`config.mk`:
```
export PLATFORM = sky130hd
export DESIGN_NAME = rf_param
export DESIGN_NICKNAME = d
export VERILOG_FILES = /design/src/rtl/rf_param.sv
export SDC_FILE = /design/constraint.sdc
export NUM_CORES = 1
export LEC_CHECK = 0
export CORE_MARGIN = 2
export CORE_UTILIZATION = 50
export CTS_CLUSTER_DIAMETER = 200
export DETAILED_ROUTE_END_ITERATION = 8
export HOLD_SLACK_MARGIN = 0.06
export PLACE_DENSITY = 0.82
export SYNTH_ARGS = -nofsm -noshare
export SYNTH_HDL_FRONTEND = slang
export SYNTH_SLANG_ARGS = --single-unit
```
`constraint.sdc`:
```
create_clock -name clk -period 2.3 [get_ports clk]
set_clock_uncertainty 0.05 [all_clocks]
set_input_delay 0.46 -clock clk [delete_from_list [all_inputs] [get_ports clk]]
set_output_delay 0.46 -clock clk [all_outputs]
set_load 0.05 [all_outputs]
```
`src/rtl/rf_param.sv`:
```
// rf_param: parametrised register file, NUM_RD read ports, one write port.
// Write-through bypass, optional zero register, read hold, clear sweep.
module rf_param #(
  parameter int DATA_W   = 16,
  parameter int ADDR_W   = 4,
  parameter int NUM_RD   = 2,
  parameter int ZERO_REG = 1
) (
  input  logic                     clk,
  input  logic                     rst_n,
  input  logic [NUM_RD*ADDR_W-1:0] rd_addr,
  input  logic [NUM_RD-1:0]        re,
  output logic [NUM_RD*DATA_W-1:0] rd_data,
  input  logic [ADDR_W-1:0]        wr_addr,
  input  logic [DATA_W-1:0]        wr_data,
  input  logic                     we,
  input  logic                     clr,
  output logic                     busy
);

  localparam int DEPTH = 1 << ADDR_W;
  localparam logic [ADDR_W-1:0] LAST = '1;
  localparam logic ZR = (ZERO_REG != 0);

  typedef enum logic {
    IDLE  = 1'b0,
    CLEAR = 1'b1
  } state_t;

  state_t state;
  state_t state_nxt;

  logic [ADDR_W-1:0] idx;
  logic              wr_acc;
  logic              wr_en;
  logic [ADDR_W-1:0] wr_a;
  logic [DATA_W-1:0] wr_d;

  logic [DATA_W-1:0] mem [DEPTH];

  // a write is only real when idle and not aimed at the zero register
  assign wr_acc = we && !busy && !(ZR && (wr_addr == '0));

  // state register; reset always starts a fresh sweep
  always_ff @(posedge clk or negedge rst_n) begin
    if (!rst_n) state <= CLEAR;
    else        state <= state_nxt;
  end

  // next state: clear request enters sweep, last index exits it
  always_comb begin
    state_nxt = state;
    unique case (state)
      IDLE:    if (clr) state_nxt = CLEAR;
      CLEAR:   if (idx == LAST) state_nxt = IDLE;
      default: state_nxt = CLEAR;
    endcase
  end

  // outputs: busy flag and the single array write port mux
  always_comb begin
    busy  = 1'b0;
    wr_en = wr_acc;
    wr_a  = wr_addr;
    wr_d  = wr_data;
    unique case (state)
      IDLE: begin
        busy = 1'b0;
      end
      CLEAR: begin
        busy  = 1'b1;
        wr_en = 1'b1;
        wr_a  = idx;
        wr_d  = '0;
      end
      default: begin
        busy  = 1'b1;
        wr_en = 1'b0;
      end
    endcase
  end

  // sweep index advances only while clearing, wraps to 0 on exit
  always_ff @(posedge clk or negedge rst_n) begin
    if (!rst_n)    idx <= '0;
    else if (busy) idx <= idx + 1'b1;
    else           idx <= '0;
  end

  // storage array, zeroed by the sweep rather than by reset
  always_ff @(posedge clk) begin
    if (wr_en) mem[wr_a] <= wr_d;
  end

  for (genvar i = 0; i < NUM_RD; i++) begin : g_rd
    logic [ADDR_W-1:0] ra;
    logic [DATA_W-1:0] val;
    logic [DATA_W-1:0] hold;

    assign ra = rd_addr[i*ADDR_W +: ADDR_W];

    // live read value with zero-reg, busy and bypass priority
    always_comb begin
      val = mem[ra];
      if (ZR && (ra == '0))
        val = '0;
      else if (busy)
        val = '0;
      else if (wr_acc && (wr_addr == ra))
        val = wr_data;
    end

    // hold register captures whatever was presented while enabled
    always_ff @(posedge clk or negedge rst_n) begin
      if (!rst_n)     hold <= '0;
      else if (re[i]) hold <= val;
    end

    assign rd_data[i*DATA_W +: DATA_W] = re[i] ? val : hold;
  end

endmodule

```
==> results.py, run 1 <==
metrics = {
    "worst_setup_path": {
        "r2r-end": "mem[14][9]",
        "reg2regPathDepth": 5,
        "crit_path_end_kind": "primary output",
        "worstSetupPathType": "reg -> out",
        "cp_max_fo": 2,
        "required_ps": 1790,
        "cp.arrival_ps": 2400,
        "startpoint_type": "flop",
        "reg2reg_from": "state",
        "regToRegSetupSlack_ps": 10,
    },
    "pwr": {
        "p_leak_uw": 0.00639,
        "p_per_area_nw_per_um2": 988,
        "peakVddDrop_mv": 0.645,
    },
    "floorplan": {
        "dieHeight_um": 171,
        "pin_count": 67,
        "initial_utilization_pct": 50.6,
        "die-area_um2": 29300,
        "coreArea_um2": 27600,
        "chipWidth_um": 171,
        "rows": 61,
    },
    "clocking": {
        "cts_buffers": 30,
        "cts-root-buf": "clkbuf_16",
        "h-tree-depth": 1,
        "clk_pin_slew_worst_paths_ps": 70,
        "ctsLongestPathBuffers": 3,
        "clk_latency_ps": 570,
        "cts_tree": "done",
        "clock_sinks": 293,
    },
    "place": {
        "pre_cts_slack_ps": -796,
        "place_area_um2": 16500,
        "portBuffers": 66,
        "place.gp.congestion": 0.853,
        "dp_hpwl_um": 25000,
        "dpl.cell_count": 1344,
    },
    "drt": {
        "ant_nets": 0,
        "wl_per_cell_um": 31.2,
        "drcViolationCount": 0,
        "vias": 9640,
        "routed_wl_um": 44300,
        "first_iter_violations": 1353,
        "first_pass_iters": 5,
        "via_per_inst": 6.78,
    },
    "global_routing": {
        "antenna_found_initial": 0,
        "grtUsageTotal_pct": 29.9,
        "grt_pass1_wl_um": 63300,
        "globalRouteOverflowTotal": 0,
        "grt_max_degree": 38,
        "grt_pass1_vias": 9871,
    },
    "yosys": {
        "synth_top_area_share_pct": 55.0,
        "synth_area_um2": 14000,
        "ys.warnings.count": 0,
        "synth_nets": 869,
        "avgSynthCellArea_um2": 16.8,
        "ys_types": 40,
        "yosys-top-cells-area": "edfxtp_1 (55%), mux4_2 (15%), dfrtp_1 (6.4%), mux2_2 (5.0%), mux2i_1 (4.9%)",
        "synth-seq-cells": 293,
        "yosysSeqAreaShare_pct": 61.6,
        "yosysTopAreaCell": "edfxtp_1",
        "syn_inst": 834,
    },
    "final_layout": {
        "final_area_um2": 18600,
        "layout-drive-gt1-share_pct": 51.9,
        "insertedDiodeCount": 0,
        "fin_util_pct": 67.2,
        "fin_cells": 1421,
        "area_growth_syn_to_layout_pct": 32.8,
        "finalNetCount": 1054,
    },
    "timing": {
        "worstMarginPinSlew_ps": 1250,
        "max_freq_ghz": 0.343,
        "finalCritPeriodShare_pct": 127,
        "slew_headroom_pct": 16.4,
        "period_minus_slack_ps": 2910,
        "report.final.slew_viol_count": 0,
        "setup_viol": 32,
        "finalWorstSetupSlack_ps": -611,
        "hold_violations": 0,
        "rsz0062_at_grt": "yes",
        "hold_slack_ps": 383,
    },
    "outcome": {
        "outcome": "finished, violations left",
        "violations": "negative setup slack",
    },
    "min_path": {
        "min_to": "g_rd[1].hold[5]",
        "hold_start": "re[1]",
        "hold_depth": 4,
        "hold_path.class": "in -> reg",
    },
    "run": {
        "cap_violations": 0,
    },
}
==> routing by layer <==
metal | wire [µm] | vias to the layer above | track usage (%)
li1 | - | 3793 | -
met3 | 5570 | 204 | 8.01
met1 | 15100 | 4826 | 37.4
met5 | 0 | - | 0
met2 | 21200 | 817 | 47.7
met4 | 2450 | 0 | 16.5
==> cell families after synthesis <==
family	synth area share [%]
compound gates	6.33
xor+xnor	0.626
fa+ha+maj	0.0895
buf+inv	3.42
flops	61.6
mux	25.0
simple gates	2.92
==> placed cells by master (no fill, tap or decap), types with 19 or more instances in the layout <==
cell type | synthesis | final
o22ai_2 | 0 | 34
mux2i_2 | 0 | 24
o22ai_1 | 92 | 29
buf_6 | 1 | 37
buf_12 | 2 | 39
dfrtp_1 | 36 | 36
o22ai_4 | 0 | 29
mux2i_1 | 68 | 21
clkdlybuf4s50_1 | 0 | 19
buf_4 | 12 | 107
mux2i_4 | 0 | 23
edfxtp_1 | 256 | 256
o21ai_0 | 32 | 29
mux2_2 | 62 | 60
inv_1 | 36 | 36
mux4_2 | 94 | 94
clkbuf_16 | 0 | 31
==> report_power, final <==
group	total, µW	internal (µW)	switching (µW)
registers	7670	7170	493
clock network	4970	2890	2080
logic	5700	2370	3330
total	18300	12400	5900
==> worst max-delay path, cell delays in order (launching register included) <==
cell      delay [ps]
edfxtp_1         380
mux4_2           500
mux2i_2          220
o22ai_1          130
buf_4            170
mux2i_4          170
o22ai_4          100
buf_6            170
==> what timing repair did <==
action	in CTS	in global routing
endpoints found under the setup margin	32	32
hold endpoints to repair	36	0
cloned	2	0
hold buffers	1	0
pin swaps	28	14
setup buffers	19	8
resized for setup	154	25
==> worst max-delay path by stage <==
| stage | from | to | slack (ps) |
|---|---|---|---|
| after detailed placement | wr_addr[2] | rd_data[30] | -800 |
| after CTS | mem[7][10] | rd_data[26] | -590 |
| after floorplan | wr_addr[3] | rd_data[14] | -260 |
| after global routing | mem[4][5] | rd_data[5] | -670 |
| after global placement | wr_addr[3] | rd_data[21] | -730 |
| final | mem[7][5] | rd_data[5] | -610 |
==> per-stage QoR <==
stage | power, µW | setup TNS [ps]
4_1_cts | 17900 | -15560
3_5_place_dp | 12600 | -65470
3_3_place_gp | 12400 | -55520
2_1_floorplan | 10400 | -5990
6_report | 18300 | -16550
5_1_grt | 18700 | -18400
==> sequential cells by signal, indices dropped and copies added (netlist names) <==
register and flops:
idx 4, g_rd.hold 32, state 1, mem 256
==> area by class of cell <==
cell class	instances	area [µm²]
fillers	1566	9060
flip-flops and latches	293	8610
multi-input cells	443	6030
repair buffers	215	2310
clock buffers	39	836
well taps	378	473
clock inverters	17	170
inverters	36	135
==> cells in the mapped netlist (all sizes together) <==
cell type,number
a32oi,2
o32a,1
o311ai,2
a21oi,1
clkbuf,25
dfrtp,36
nor2,24
or4,1
nand3,1
and3,4
buf,38
o221ai,2
mux4,94
xnor2,2
o32ai,2
nand2,9
mux2i,68
o21ai,32
dfstp,1
and2,1
edfxtp,256
inv,36
mux2,62
or2,2
xor2,8
o22ai,92
nor4,2
a31oi,4
nor3,3
nor3b,1
a41oi,1
ha,1
nor2b,16
nand2b,4
Note: power is estimated with default switching activity, not from simulation.
==> run 2, diff against run 1 <==
- GPL_TIMING_DRIVEN: not set -> 1
==> results of run 2 <==
Final layout, timing and power as in run 1 (identical DEF).
